`config.mk`:
```
export PLATFORM = sky130hd
export DESIGN_NAME = barrel_shifter_lr
export DESIGN_NICKNAME = d
export VERILOG_FILES = /design/src/rtl/barrel_shifter_lr.sv
export SDC_FILE = /design/constraint.sdc
export NUM_CORES = 1
export LEC_CHECK = 0
export ABC_AREA = 0
export CAP_MARGIN = 5
export CORE_UTILIZATION = 54
export CTS_CLUSTER_DIAMETER = 200
export DETAILED_ROUTE_END_ITERATION = 8
export GPL_TIMING_DRIVEN = 0
export PLACE_DENSITY = 0.85
export SYNTH_ARGS = -nofsm -noshare
export SYNTH_HDL_FRONTEND = slang
export SYNTH_SLANG_ARGS = --single-unit
```
`constraint.sdc`:
```
create_clock -name clk -period 4.3 [get_ports clk]
set_clock_uncertainty 0.15 [all_clocks]
set_input_delay 0.645 -clock clk [delete_from_list [all_inputs] [get_ports clk]]
set_output_delay 0.645 -clock clk [all_outputs]
set_load 0.01 [all_outputs]
```
`src/rtl/barrel_shifter_lr.sv`:
```
// barrel_shifter_lr: registered 16-bit left/right barrel shifter (1-cycle latency).
// Optional rotate support is compiled in with `define BARREL_ROTATE_EN.
//
// Ports:
//   clk       - rising-edge clock
//   rst       - synchronous active-high reset
//   in_valid  - qualifies data_in / shift_by / right (/ rotate)
//   data_in   - operand, WIDTH bits
//   shift_by  - shift amount 0..31, unsigned
//   right     - 0 = shift toward MSB, 1 = shift toward LSB
//   rotate    - (BARREL_ROTATE_EN only) 1 = wrap bits instead of zero-fill
//   out_valid - registered copy of in_valid
//   data_out  - registered shift result, held while in_valid is low
module barrel_shifter_lr #(
    parameter int WIDTH = 16
) (
    input  logic             clk,
    input  logic             rst,
    input  logic             in_valid,
    input  logic [WIDTH-1:0] data_in,
    input  logic [4:0]       shift_by,
    input  logic             right,
`ifdef BARREL_ROTATE_EN
    input  logic             rotate,
`endif
    output logic             out_valid,
    output logic [WIDTH-1:0] data_out
);

    localparam int NSTG = 5;

    logic             w_rot;
    logic [WIDTH-1:0] w_l [NSTG+1];
    logic [WIDTH-1:0] w_r [NSTG+1];
    logic [WIDTH-1:0] w_res;
    logic             r_valid;
    logic [WIDTH-1:0] r_data;

`ifdef BARREL_ROTATE_EN
    assign w_rot = rotate;
`else
    assign w_rot = 1'b0;
`endif

    assign w_l[0] = data_in;
    assign w_r[0] = data_in;

    // Stage k moves the word by 2^k. In rotate mode the bits shifted out
    // are ORed back into the vacated end; the 16-position stage then
    // reduces to a pass-through, which gives the mod-16 behaviour.
    for (genvar k = 0; k < NSTG; k++) begin : g_stg
        localparam int S = 1 << k;

        logic [WIDTH-1:0] w_lsh;
        logic [WIDTH-1:0] w_rsh;
        logic [WIDTH-1:0] w_lwrap;
        logic [WIDTH-1:0] w_rwrap;

        assign w_lsh   = w_l[k] << S;
        assign w_rsh   = w_r[k] >> S;
        assign w_lwrap = w_rot ? (w_l[k] >> (WIDTH - S)) : '0;
        assign w_rwrap = w_rot ? (w_r[k] << (WIDTH - S)) : '0;

        assign w_l[k+1] = shift_by[k] ? (w_lsh | w_lwrap) : w_l[k];
        assign w_r[k+1] = shift_by[k] ? (w_rsh | w_rwrap) : w_r[k];
    end

    // Per-bit 2:1 output select.
    for (genvar b = 0; b < WIDTH; b++) begin : g_sel
        assign w_res[b] = right ? w_r[NSTG][b] : w_l[NSTG][b];
    end

    always_ff @(posedge clk) begin
        if (rst) begin
            r_valid <= 1'b0;
            r_data  <= '0;
        end else begin
            r_valid <= in_valid;
            if (in_valid) begin
                r_data <= w_res;
            end
        end
    end

    assign out_valid = r_valid;
    assign data_out  = r_data;

endmodule

```
# Word level (Yosys, flattened, before mapping)
# Index checks and enable logic that the tools add are counted.
# op_classes
mux	26
# ops
op	count
$mux W16	10
$mux W1	16
# totals
reg_bits	17
input_bits	25
output_inout_bits	17

# Logic depth before layout (Yosys ltp)
# depth
word_depth	6
mapped_depth	8
depth_no_buf	4

# Worst setup path before layout
# Ideal clock, no wire load.
# synth_timing
kind	input to register
startpoint	input shift_by[0]
endpoint	register r_data[10], in the netlist data_out[10]
arrival_ns	2.004
setup_slack_ns	2.029
stages	5
cell_sequence	buf_6 -> mux4_2 -> and2_4 -> or3_1 -> a32o_1
# synth_via
elab_chain_cells	6
elab_cells_between_ends	11
# synth_rtl
item	line	text
start, declared	21	input logic [4:0] shift_by,
$mux W16, on equally long branches (5 in a row)	64, 65	
$mux W1 *	70	assign w_res[b] = right ? w_r[NSTG][b] : w_l[NSTG][b];
end signal, assigned	80	r_data <= w_res;
end, declared	37	logic [WIDTH-1:0] r_data;
# Mark *: on every way between the ends. The rest lies on a longest branch, timed or not.
# A chain may end at the register's enable or synchronous reset.

# Final worst setup path
# layout_timing
startpoint	input shift_by[3]
endpoint	register r_data[1], in the netlist data_out[1]
# layout_via
elab_chain_cells	3
elab_cells_between_ends	5
# layout_rtl
item	line
$mux W16, on equally long branches (2 in a row)	64, 65
$mux W1 *	70
# Marked as above.

==> impl_results.md <==
* Internal reg-to-reg setup slack at 3.36 ns
* Number of global-route vias before repair at 2,150
* Count of buffers inserted at the top-level ports at 38
* Setup TNS Final at 0 ns
* Share of cells above drive strength 1 at between 15 and 20%
* Final GP Congestion at about 1.0
* Cts bufs inserted at 3
* Crit path max-delay family: compound AO/OA/AOI/OAI gates
* Number of standard cells after synthesis at 227
* Worst setup endpoint: data_out[1]
* Maximum number of pins on one net before global-route repair at 11
* Signal arrival time at the worst endpoint at about 2.8 ns
* Status: finished, final reports clean
* EDFF count, synth at 0
* Post-route worst hold slack at around 0.30 ns
* CTS clock-pin slew for the worst setup and hold paths at approximately 0.070 ns
* Setup repair after global routing missed its margin: false
* Final non-filler cell total at 317
* Warnings, synthesis at 0
* Setup repair bufs after CTS at 0
* First drt pass iteration count at 5
* Number of H-tree levels at 1
* Final Routed Wirelength at between 7000 and 8000 um
* Avg Synthesized Cell Area at between 9 and 10 um2
* Die Ht at between 60 and 70 um
* Origin of the worst setup path: shift_by[3]
* Post-detail-place hpwl at ~5500 um
* Syn Std Cell Area at approximately 2100 um2
* Core region area at 3690 um2
* DRC marker count from the first detailed-route iteration at a little over 300
* Peak clock frequency supported by timing at ~360 MHz
* Die width at roughly 64 um
* Final number of setup-violating endpoints at 0
* Share of synthesized flip-flops with an asynchronous set or reset at 0%
* Post-CTS Hold Fix Bufs at 0
* Final number of hold-violating endpoints at 0
* Ports placed on the boundary at 42
* Critical path depth at 6
* Path type of the worst min-delay path: flop to flop
* Global-route wire length before repair at 11,500 um
* Worst reg2reg startpoint: data_out[4]
* Path type of the worst setup path: input port to flop
* Seq cells post-synth at 17
* Dominant register cell in the synthesized netlist: dfxtp_1
* Proportion of synthesized chip area in sequential cells at 16.3%
* Netlist cell types at between 50 and 60
* Routed via count at about 2,300
* # resized after CTS at 0
* Antenna violations before repair at 0
* DIE AREA at slightly above 4000 um2
* Worst Setup Start Kind: input port
* Clock latency on the worst-skew pair at between 0.2 and 0.3 ns
* Starting density of the core at a little under three fifths
* Final critical delay including setup and external delays at roughly 2.8 ns
* Post-route total power at ~510 uW
* Slowest library cell on the worst path: clkdlybuf4s50_1
* Maximum single-stage delay on the critical path at 0.53 ns
* Maximum ir drop on the vdd rail at between 0.09 and 0.1 mV
* Buffer and inverter count on the worst path at 2
* Total power per unit cell area at around 200 nW/um2
* Static leakage power at between 0.0009 and 0.001 uW
* Final standard cell utilization of the core at between 60% and 70%
* Wire length per cell at 22.4 um
* Placed insts at around 310
* Number of nets in the layout at 295
* Reg-to-reg endpoint: data_out[4]
* Worst Max-Slew Pin Slew at slightly below 0.9 ns
* Via density per instance at about 7.4
* Maximum net fanout on the critical path at 8
* Area overhead of the layout relative to synthesis at 23.3%
* Antenna violation net count after detailed routing at 0
* Cell chain of the critical path: clkdlybuf4s50_1 > or3b_1 > clkbuf_1 > a2111oi_0 > a2111oi_0 > a32o_1
* Remaining global-route overflow at 0
* Num Clock Sinks at 17
* Req. time, crit path at 4.30 ns
* Residual DRC at 0
* Worst path most repeated cell: a2111oi_0
* Tot GR Track Use at between 30 and 40%
* Longest Clk Path Bufs at 2
* CP endpoint kind: flop
* Clock Root Buffer: clkbuf_8
* Synthesized Nets at roughly 250
* Slew Limit Fails at 0
* Standard-cell row count at 22
* Depth of the most critical reg-to-reg path at 3
* Final worst path period share at approximately 65%
* Clock tree from TritonCTS: built
* Inserted Diodes at 0
* Normalized max-slew margin at 40.9%
* Reported max-cap violation count at 0
layer usage:
| metal | part of all wire [%] | vias up | track usage [%] |
|---|---|---|---|
| met5 | 0 | - | 0 |
| met4 | 4.8 | 0 | 18.9 |
| met3 | 12 | 37 | 5.89 |
| met2 | 45 | 214 | 56.4 |
| met1 | 38 | 1084 | 50.3 |
| li1 | - | 1012 | - |
layout by cell type (no fill, tap or decap), types with 3 or more instances in the layout:
cell and count:
a2111oi_0 3, a211oi_1 3, a21oi_1 7, a221o_1 6
a221oi_1 3, a22o_1 5, a32o_1 6, buf_2 6
buf_4 3, buf_6 3, clkbuf_1 9, clkbuf_8 3
clkdlybuf4s50_1 38, dfxtp_1 17, inv_1 5, mux2_2 11
mux2i_1 21, mux4_1 4, mux4_2 13, nand2_1 19
nand3_1 4, nor2_1 14, nor2b_1 6, nor3_1 7
o21ai_0 5, o31a_1 3, o31ai_1 4, or3_1 3
tightest hold or removal path, stage by stage, from the launching register on:
cell and delay (ns):
dfxtp_1 0.33, nand2_1 0.05, o31ai_1 0.05
where the power goes:
group / switching (uW) / internal [uW] / total (uW)
logic: 121 / 104 / 225
clock network: 57.3 / 64.4 / 122
registers: 2.80 / 163 / 166
sequential cells by signal, indices dropped and copies added (netlist names):
name / flops
data_out: 16
out_valid: 1
worst min path at each step:
stage,startpoint,to,slack [ns],cells past startpoint
CTS,data_out[6],data_out[6],0.31,2
global placement,data_out[0],data_out[0],0.29,2
finish,data_out[0],data_out[0],0.30,2
global route,data_out[6],data_out[6],0.33,2
floorplan,data_out[2],data_out[2],0.33,2
detailed placement,data_out[0],data_out[0],0.30,2
metrics by stage:
step / setup slack [ns] / area (um2)
after floorplan: 2.03 / 2090
after global placement: 1.35 / 2530
after detailed placement: 1.36 / 2530
after CTS: 1.62 / 2580
after global routing: 1.50 / 2580
final: 1.50 / 2580
area by class of cell:
| cell class | count | area (um2) |
|---|---|---|
| Timing Repair Buffer | 38 | 380 |
| Clock inverter | 1 | 5.00 |
| Sequential cell | 17 | 340 |
| Clock buffer | 3 | 41.3 |
| Multi-Input combinational cell | 183 | 1610 |
| Inverter | 6 | 22.5 |
| Fill cell | 322 | 1110 |
| Buffer | 21 | 120 |
| Tap cell | 48 | 60.1 |
cell families (layout without fill, tap and decap cells):
family,Yosys count,count (layout),synth area share [%]
compound gates,65,65,24.7
buf+inv,27,69,6.83
flops,17,17,16.3
mux,49,49,35.0
simple gates,69,69,17.1
cells in the mapped netlist, types with 3 or more instances:
library cell  number  share of area [%]
or3_1              3               0.90
nor2b_1            6                1.8
nor2_1            14                2.5
nor3_1             7                1.7
o21ai_0            5                1.2
mux4_2            13                 14
inv_1              5               0.90
o31a_1             3                1.3
nand3_1            4               0.96
buf_4              3                1.1
a221oi_1           3                1.3
buf_2              6                1.4
mux2_2            11                5.9
clkbuf_1           9                1.6
nand2_1           19                3.4
mux4_1             4                5.0
a2111oi_0          3                1.3
o31ai_1            4                1.4
a21oi_1            7                1.7
buf_6              3                1.6
a22o_1             5                2.1
a211oi_1           3                1.1
dfxtp_1           17                 16
a221o_1            6                2.9
a32o_1             6                2.9
mux2i_1           21                 10
(Power assumes the default switching activity.)
